File: src/rtl/sccb_config_sequencer_if.sv
// Signal bundle tying the config sequencer to its host, its table ROM and the SCCB write master.
// The master modport is the sequencer's view; slave is the environment's view.
interface sccb_config_sequencer_if #(
    parameter int ROM_AW = 6
);
    logic              config_start;
    logic              config_busy;
    logic              config_done;
    logic              config_error;
    logic [ROM_AW-1:0] rom_addr;
    logic [15:0]       rom_data;
    logic              sccb_start;
    logic [7:0]        sccb_addr;
    logic [7:0]        sccb_data;
    logic              sccb_done;
    logic [7:0]        write_count;

    modport master (
        input  config_start, rom_data, sccb_done,
        output config_busy, config_done, config_error, rom_addr,
               sccb_start, sccb_addr, sccb_data, write_count
    );

    modport slave (
        output config_start, rom_data, sccb_done,
        input  config_busy, config_done, config_error, rom_addr,
               sccb_start, sccb_addr, sccb_data, write_count
    );
endinterface

File: src/rtl/sccb_config_sequencer.sv
// Walks a ROM table of {reg_addr, reg_data} camera writes, handing each to the SCCB master
// one at a time, honouring delay markers, a post-write bus gap and a per-write timeout.
module sccb_config_sequencer #(
    parameter int NUM_ENTRIES    = 64,
    parameter int ROM_AW         = 6,
    parameter int POWERUP_CYCLES = 50000,
    parameter int DELAY_CYCLES   = 500000,
    parameter int GAP_CYCLES     = 1000,
    parameter int TIMEOUT_CYCLES = 200000
) (
    input  logic                    i_clk,
    input  logic                    i_reset,
    sccb_config_sequencer_if.master bus
);
    localparam int MAX_A    = (POWERUP_CYCLES > DELAY_CYCLES) ? POWERUP_CYCLES : DELAY_CYCLES;
    localparam int MAX_B    = (GAP_CYCLES > TIMEOUT_CYCLES) ? GAP_CYCLES : TIMEOUT_CYCLES;
    localparam int MAX_WAIT = (MAX_A > MAX_B) ? MAX_A : MAX_B;
    localparam int TW       = (MAX_WAIT < 2) ? 1 : $clog2(MAX_WAIT + 1);

    localparam logic [TW-1:0]     PWR_LAST  = TW'(POWERUP_CYCLES - 1);
    localparam logic [TW-1:0]     DLY_LAST  = TW'(DELAY_CYCLES - 1);
    localparam logic [TW-1:0]     GAP_LAST  = TW'(GAP_CYCLES - 1);
    localparam logic [TW-1:0]     TO_LAST   = TW'(TIMEOUT_CYCLES - 1);
    localparam logic [ROM_AW-1:0] LAST_ADDR = ROM_AW'(NUM_ENTRIES - 1);
    localparam logic [15:0]       ENT_END   = 16'hFFFF;
    localparam logic [15:0]       ENT_DELAY = 16'hFFF0;

    typedef enum logic [3:0] {
        S_IDLE, S_PWRUP, S_FETCH, S_DECODE, S_ISSUE, S_WAIT_DONE,
        S_GAP, S_DELAY, S_ADVANCE, S_FINISH, S_ERROR
    } state_t;

    state_t            r_state;
    logic [TW-1:0]     r_timer;
    logic              r_busy;
    logic              r_done;
    logic              r_error;
    logic [ROM_AW-1:0] r_rom_addr;
    logic              r_sccb_start;
    logic [7:0]        r_sccb_addr;
    logic [7:0]        r_sccb_data;
    logic [7:0]        r_write_count;

    always_ff @(posedge i_clk) begin
        if (i_reset) begin
            r_state       <= S_IDLE;
            r_timer       <= '0;
            r_busy        <= 1'b0;
            r_done        <= 1'b0;
            r_error       <= 1'b0;
            r_rom_addr    <= '0;
            r_sccb_start  <= 1'b0;
            r_sccb_addr   <= '0;
            r_sccb_data   <= '0;
            r_write_count <= '0;
        end else begin
            case (r_state)
                S_IDLE: begin
                    if (bus.config_start) begin
                        r_done        <= 1'b0;
                        r_error       <= 1'b0;
                        r_write_count <= '0;
                        r_rom_addr    <= '0;
                        r_busy        <= 1'b1;
                        r_timer       <= '0;
                        r_state       <= (POWERUP_CYCLES == 0) ? S_FETCH : S_PWRUP;
                    end
                end
                S_PWRUP: begin
                    if (r_timer == PWR_LAST) r_state <= S_FETCH;
                    else                     r_timer <= r_timer + 1'b1;
                end
                S_FETCH: r_state <= S_DECODE;
                S_DECODE: begin
                    r_timer <= '0;
                    if (bus.rom_data == ENT_END) begin
                        r_done  <= 1'b1;
                        r_busy  <= 1'b0;
                        r_state <= S_FINISH;
                    end else if (bus.rom_data == ENT_DELAY) begin
                        r_state <= (DELAY_CYCLES == 0) ? S_ADVANCE : S_DELAY;
                    end else begin
                        r_sccb_addr  <= bus.rom_data[15:8];
                        r_sccb_data  <= bus.rom_data[7:0];
                        r_sccb_start <= 1'b1;
                        r_state      <= S_ISSUE;
                    end
                end
                // Timer runs from the start-pulse cycle, so the timeout fires TIMEOUT_CYCLES after it.
                S_ISSUE: begin
                    r_sccb_start <= 1'b0;
                    r_timer      <= r_timer + 1'b1;
                    r_state      <= S_WAIT_DONE;
                end
                S_WAIT_DONE: begin
                    if (bus.sccb_done) begin
                        if (r_write_count != 8'hFF) r_write_count <= r_write_count + 1'b1;
                        r_timer <= '0;
                        r_state <= (GAP_CYCLES == 0) ? S_ADVANCE : S_GAP;
                    end else if (r_timer >= TO_LAST) begin
                        r_error <= 1'b1;
                        r_busy  <= 1'b0;
                        r_state <= S_ERROR;
                    end else begin
                        r_timer <= r_timer + 1'b1;
                    end
                end
                S_GAP: begin
                    if (r_timer == GAP_LAST) r_state <= S_ADVANCE;
                    else                     r_timer <= r_timer + 1'b1;
                end
                S_DELAY: begin
                    if (r_timer == DLY_LAST) r_state <= S_ADVANCE;
                    else                     r_timer <= r_timer + 1'b1;
                end
                S_ADVANCE: begin
                    if (r_rom_addr == LAST_ADDR) begin
                        r_done  <= 1'b1;
                        r_busy  <= 1'b0;
                        r_state <= S_FINISH;
                    end else begin
                        r_rom_addr <= r_rom_addr + 1'b1;
                        r_state    <= S_FETCH;
                    end
                end
                S_FINISH: r_state <= S_IDLE;
                S_ERROR:  r_state <= S_IDLE;
                default:  r_state <= S_IDLE;
            endcase
        end
    end

    assign bus.config_busy  = r_busy;
    assign bus.config_done  = r_done;
    assign bus.config_error = r_error;
    assign bus.rom_addr     = r_rom_addr;
    assign bus.sccb_start   = r_sccb_start;
    assign bus.sccb_addr    = r_sccb_addr;
    assign bus.sccb_data    = r_sccb_data;
    assign bus.write_count  = r_write_count;
endmodule

File: src/flat_wrapper.sv
// flat-port wrapper written by rule: the top's interface ports become plain ports
module sccb_config_sequencer_flat 
#(
    parameter int NUM_ENTRIES    = 64,
    parameter int ROM_AW         = 6,
    parameter int POWERUP_CYCLES = 50000,
    parameter int DELAY_CYCLES   = 500000,
    parameter int GAP_CYCLES     = 1000,
    parameter int TIMEOUT_CYCLES = 200000
)
  (i_clk, i_reset, bus_config_start, bus_rom_data, bus_sccb_done, bus_config_busy, bus_config_done, bus_config_error, bus_rom_addr, bus_sccb_start, bus_sccb_addr, bus_sccb_data, bus_write_count);
  sccb_config_sequencer_if #(.ROM_AW(ROM_AW)) bus_i ();
  input  logic i_clk;
  input  logic i_reset;
  input wire logic [$bits(bus_i.config_start)-1:0] bus_config_start;
  input wire logic [$bits(bus_i.rom_data)-1:0] bus_rom_data;
  input wire logic [$bits(bus_i.sccb_done)-1:0] bus_sccb_done;
  output wire logic [$bits(bus_i.config_busy)-1:0] bus_config_busy;
  output wire logic [$bits(bus_i.config_done)-1:0] bus_config_done;
  output wire logic [$bits(bus_i.config_error)-1:0] bus_config_error;
  output wire logic [$bits(bus_i.rom_addr)-1:0] bus_rom_addr;
  output wire logic [$bits(bus_i.sccb_start)-1:0] bus_sccb_start;
  output wire logic [$bits(bus_i.sccb_addr)-1:0] bus_sccb_addr;
  output wire logic [$bits(bus_i.sccb_data)-1:0] bus_sccb_data;
  output wire logic [$bits(bus_i.write_count)-1:0] bus_write_count;
  assign bus_i.config_start = bus_config_start;
  assign bus_i.rom_data = bus_rom_data;
  assign bus_i.sccb_done = bus_sccb_done;
  assign bus_config_busy = bus_i.config_busy;
  assign bus_config_done = bus_i.config_done;
  assign bus_config_error = bus_i.config_error;
  assign bus_rom_addr = bus_i.rom_addr;
  assign bus_sccb_start = bus_i.sccb_start;
  assign bus_sccb_addr = bus_i.sccb_addr;
  assign bus_sccb_data = bus_i.sccb_data;
  assign bus_write_count = bus_i.write_count;
  sccb_config_sequencer #(.NUM_ENTRIES(NUM_ENTRIES), .ROM_AW(ROM_AW), .POWERUP_CYCLES(POWERUP_CYCLES), .DELAY_CYCLES(DELAY_CYCLES), .GAP_CYCLES(GAP_CYCLES), .TIMEOUT_CYCLES(TIMEOUT_CYCLES)) u_core (.i_clk(i_clk), .i_reset(i_reset), .bus(bus_i));
endmodule
File: config.mk
export PLATFORM = sky130hd
export DESIGN_NAME = sccb_config_sequencer_flat
export DESIGN_NICKNAME = d
export VERILOG_FILES = /design/src/rtl/sccb_config_sequencer_if.sv /design/src/rtl/sccb_config_sequencer.sv /design/src/flat_wrapper.sv
export SDC_FILE = /design/constraint.sdc
export NUM_CORES = 1
export LEC_CHECK = 0
export CAP_MARGIN = 15
export CORE_ASPECT_RATIO = 1.1
export CORE_MARGIN = 1.5
export CORE_UTILIZATION = 49
export CTS_BUF_LIST = sky130_fd_sc_hd__clkbuf_4 sky130_fd_sc_hd__clkbuf_8
export CTS_CLUSTER_DIAMETER = 50
export DETAILED_ROUTE_END_ITERATION = 16
export PLACE_DENSITY_LB_ADDON = 0.08
export RECOVER_POWER = 50
export SETUP_SLACK_MARGIN = 0.4
export SYNTH_ARGS = -nofsm -noshare
export SYNTH_HDL_FRONTEND = slang
export SYNTH_SLANG_ARGS = --single-unit
File: constraint.sdc
create_clock -name i_clk -period 2.3 [get_ports i_clk]
set_clock_uncertainty 0.2 [all_clocks]
set_input_delay 0.23 -clock i_clk [delete_from_list [all_inputs] [get_ports i_clk]]
set_output_delay 0.23 -clock i_clk [all_outputs]
set_load 0.02 [all_outputs]
Yosys cells after proc, flatten, opt, wreduce, memory -nomap -nowiden --
Index checks and enable logic that the tools add are counted.
Operators by class: add/sub/neg operators 3, $lt $le $gt $ge 1, equal/unequal tests 33, muxes and demuxes 40, bitwise operators 2, reductions and logical operators 16
Operators with widths (count):
- $pmux W19 S7 | 1
- $mux W19 | 6
- $pmux W4 S9 | 1
- $eq A16 B16 Y1 const B | 2
- $mux W4 | 8
- $mux W8 | 3
- $add A19 B1 Y19 const B | 1
- $eq A19 B10 Y1 const B | 1
- $eq A19 B16 Y1 const B | 1
- $eq A19 B19 Y1 const B | 1
- $ge A19 B18 Y1 const B | 1
- $ne A2 B2 Y1 const B | 9
- $eq A4 B3 Y1 const B | 4
- $pmux W8 S2 | 1
- $ne A2 B1 Y1 const B | 7
- $mux W1 | 12
- $mux W6 | 2
- $pmux W6 S2 | 1
- $reduce_and A4 Y1 | 3
- $reduce_and A6 Y1 | 2
- $reduce_and A3 Y1 | 3
- $add A8 B1 Y8 const B | 1
- $eq A4 B2 Y1 const B | 2
- $ne A8 B8 Y1 const B | 1
- 17 further kinds | 21
Word-level totals: register bits 57, input port bits 20, output and inout bits 34, word-level logic and storage cells 105

Depth between registers and ports, before layout --
depth in word-level cells 4, mapped depth 10, gate-level depth less buffers 7

Worst setup path after synthesis --
Ideal clock, no wire load.
path kind reg-to-reg, start point reg u_core.r_timer[0], end point reg u_core.r_timer[18], setup time 0.101 ns, arrival 2.263 ns, data required time 1.999 ns, setup slack -0.264 ns, cell stages (with the launch flop) 11, buffers on the path 3, period minus slack after synthesis 2.564 ns, cells stage by stage dfxtp_1 > ha_1 > and3_1 > buf_6 > and3_4 > a41oi_2 > a21oi_2 > or3_1 > buf_6 > buf_6 > o41ai_1
Between the ends: word-level cells in the longest chain between the ends 4, elaborated cells on any way between the ends 16, those cells by class 1 x add/sub; 1 x order compare; 7 x eq/ne; 6 x mux; 1 x reduce/logical
Ends and longest elaborated chain:
- start: declaration | line sccb_config_sequencer.sv:34 | logic [TW-1:0] r_timer;
- start signal: assignment | line sccb_config_sequencer.sv:71 | else r_timer <= r_timer + 1'b1;
- start signal: assignment | line sccb_config_sequencer.sv:92 | r_timer <= r_timer + 1'b1;
- start signal: assignment | line sccb_config_sequencer.sv:105 | r_timer <= r_timer + 1'b1;
- $add A19 B1 Y19
- $mux W19 | line sccb_config_sequencer.sv:100 | end else if (r_timer >= TO_LAST) begin
- $mux W19 | line sccb_config_sequencer.sv:96 | if (bus.sccb_done) begin
- $pmux W19 S7 | line sccb_config_sequencer.sv:57 | case (r_state)
Several ways; a longest one is shown, not always the timed one. The select of a mux whose other input is x is not followed. A chain may end at the register's enable or synchronous reset.

Final worst setup path --
start point reg u_core.r_timer[1], end point reg u_core.r_timer[10]
The elaborated chain is that of the path after synthesis.

==> impl_metrics.ini <==
[route]
post-route-drc-count = 0
dr.pass1.iters = 5
vias_per_cell = 5.97
routed_wl_um = 8960
drt_iter0_drc = 172
route.detailed.wl_per_inst_um = 16.4
vias = 3271
ant_nets = 0

[timing]
period_minus_slack_ns = 2.31
rsz0062_at_grt = yes
period_share_pct = 100
slew_viol_final = 0
clock.fmax_mhz = 434
worst_pin_slew_ns = 0.491
holdWs_ns = 0.261
setup_ws_ns = -0.00594
slew_headroom_pct = 67.2
hold_viol_final = 0
finalSetupViolations = 1

[finish]
layout_commonest_cell = buf_4
antenna_cells = 0
fin_cells = 548
num-nets-final = 487
synthToLayoutAreaGrowth_pct = 45.4
drive_above_1_share_pct = 27.4
final_area_um2 = 4510
layout_common_cells = buf_4 (50), nor2_1 (48), dfxtp_1 (42)

[place]
placed_area_um2 = 4020
hpwlAfterDp_um = 6100
dp.cells = 519
place_congestion = 0.964
port_buffers = 53

[global_routing]
grt_max_degree = 39
met2_usage_pct = 47.0
top_usage_layer = met2
grt_antenna_before_repair = 0
globalRouteOverflowTotal = 0
grtUsageTotal_pct = 27.3
gr-usage-met1_pct = 32.4
grt_pass1_vias = 3241
use_met3_pct = 4.53
grt_pass1_wl_um = 14800

[outcome]
failed_checks = negative setup slack
status = complete, but fails checks

[worst_setup_path]
critPathArrivalTime_ns = 2.35
crit_family = simple AND/OR/NAND/NOR gates
startpoint_type = register
path_cells = ha_4, buf_4, nor4bb_4, nand4_1, nor3_1, nand3b_1, or3_4, buf_6, o41ai_2
rrSetupSlack_ns = -0.006
critPathCaptureType = register
worstPathMaxFanout = 9
slowest_stage = or3_4
critPathMaxStageDelay_ns = 0.41
r2r_start = u_core.r_timer[1]$_SDFFE_PP0P_
crit_required_ns = 2.34
r2r-end = u_core.r_timer[10]$_SDFFE_PP0P_
critical_path_class = register to register
path_depth = 9
cp.buffers_inverters = 2
r2r_cells = 9

[floorplanning]
coreArea_um2 = 6160
dieArea_um2 = 6820
fp-row-count = 30
die_y_um = 86.4
pin_count = 54
die_w_um = 78.9
initial_core_util_pct = 50.4

[power]
power.internal_uw = 1940
switching_power_uw = 1010
ir_worst_vdd_uv = 414
p_sw_share_pct = 34.1
seqPwrFrac_pct = 37.2
clkPwrFrac_pct = 29.4
p_leak_uw = 0.00178
combPwrFrac_pct = 33.4
power.density_nw_per_um2 = 654

[synthesis]
syn_avg_cell_area_um2 = 8.38
synthArstFlopShare_pct = 0
synth_cell_types = 48
synth_ff_type = dfxtp_1
seq_area_frac_synth_pct = 36.8
synthCells = 370
syn_nets = 393
synth_warnings = 0
synth.ff_latch_count = 57
synth_edf_count = 0
syn_area_um2 = 3100

[clocking]
cts_tree = built
hold_buffers = 0
root_buffer = clkbuf_8
clockBufferDepth = 2
clk_latency_ns = 0.34
numCtsBuffers = 9
cts_htree_levels = 3
clk_pin_slew_ns = 0.06
clock_sinks = 57

[hold_path]
holdPathStages = 2
hold_path_end = u_core.bus.config_done$_SDFFE_PP0P_
hold_path.class = register to register
min-delay-start = u_core.bus.config_done$_SDFFE_PP0P_

[run]
drv_cap = 0
==> kinds of logic after synthesis <==
logic type | after synthesis | synth area share, %
flip-flops | 57 | 36.8
adder cells (fa/ha/maj) | 3 | 1.21
XOR/XNOR | 13 | 3.67
AND/OR/NAND/NOR | 166 | 28.1
AO/OA/AOI/OAI | 78 | 19.1
multiplexers | 18 | 5.81
buffers and inverters | 35 | 5.28
==> state kept, by name, indices dropped and copies added, names as in the netlist <==
| name | count |
|---|---|
| u_core.r_timer | 19 |
| u_core.bus.config_busy | 1 |
| u_core.bus.write_count | 8 |
| u_core.bus.sccb_addr | 8 |
| u_core.r_state | 4 |
| u_core.bus.sccb_data | 8 |
| u_core.bus.config_error | 1 |
| u_core.bus.sccb_start | 1 |
| u_core.bus.config_done | 1 |
| u_core.bus.rom_addr | 6 |
==> how the worst max path moves through the flow <==
stage / slack (ns) / end / start
finish: -0.006 / u_core.r_timer[10]$_SDFFE_PP0P_ / u_core.r_timer[1]$_SDFFE_PP0P_
global route: -0.10 / u_core.r_timer[10]$_SDFFE_PP0P_ / u_core.r_timer[0]$_SDFFE_PP0P_
CTS: 0.03 / u_core.r_timer[13]$_SDFFE_PP0P_ / u_core.r_timer[1]$_SDFFE_PP0P_
detailed placement: -0.05 / u_core.r_timer[7]$_SDFFE_PP0P_ / u_core.r_timer[1]$_SDFFE_PP0P_
global placement: 0.003 / u_core.r_timer[5]$_SDFFE_PP0P_ / u_core.r_timer[1]$_SDFFE_PP0P_
floorplan: -0.07 / u_core.r_timer[2]$_SDFFE_PP0P_ / u_core.r_timer[0]$_SDFFE_PP0P_
==> worst min-delay path: stages, from the launching register on <==
cell and delay (ns):
dfxtp_1 0.32, inv_1 0.05, a21oi_1 0.05
==> routing by layer <==
metal	part of all wire, %	routed length, um	vias up
li1	-	-	1578
met1	43	3850	1590
met2	51	4570	82
met3	3.7	334	21
met4	2.4	212	0
met5	0	0	-
==> repair_timing <==
action                     CTS  global route
cloned                       0             0
pin swaps                   11            13
setup endpoints to repair   49            46
resized for setup           35            29
buffers inserted             9             5
==> stage by stage <==
step	worst slack [ns]	total power [uW]	utilization (%)	TNS, ns
2_1_floorplan	-0.0728	1630	-	-0.814
3_3_place_gp	0.00302	1950	65.3	0
3_5_place_dp	-0.0525	1960	65.3	-0.314
4_1_cts	0.0260	2930	71.8	0
5_1_grt	-0.102	3090	73.3	-0.846
6_report	-0.00594	2950	73.3	-0.00594
==> cells in the mapped netlist (all sizes together) (3+ instances only) <==
library cell / count / area share, %
nor4: 3 / 1.1
ha: 3 / 1.2
mux2i: 18 / 5.8
and2: 3 / 0.61
o21ai: 8 / 1.3
inv: 9 / 1.1
nand4: 18 / 3.6
clkbuf: 15 / 1.8
nand3: 20 / 3.2
o311ai: 16 / 4.5
nor3: 11 / 1.8
dfxtp: 57 / 37
a31oi: 4 / 0.81
nand2: 23 / 2.8
nor2: 51 / 6.2
buf: 11 / 2.4
nand3b: 3 / 0.73
xor2: 11 / 3.1
and3: 7 / 1.6
o211ai: 4 / 1.1
nor2b: 7 / 1.4
a21oi: 16 / 2.8
a41oi: 3 / 1.1
o41ai: 14 / 4.0
nand2b: 6 / 1.2
and4: 4 / 1.1
or3: 3 / 0.61
==> power groups by stage <==
stage | Sequential [uW] | Combinational, uW | Clock, uW
floorplan | 1120 | 510 | 0
global placement | 1110 | 837 | 0
detailed placement | 1110 | 849 | 0
CTS | 1090 | 948 | 885
global route | 1100 | 1070 | 920
finish | 1100 | 985 | 868
==> layout make-up <==
type | count | area [um2]
multi-input combinational | 278 | 2050
fill | 497 | 1650
sequential | 57 | 1170
timing repair buffer | 109 | 980
clock buffer | 12 | 165
tap | 80 | 100
inverter | 9 | 33.8
clock inverter | 3 | 15.0
Power figures use the tool's default switching activity.
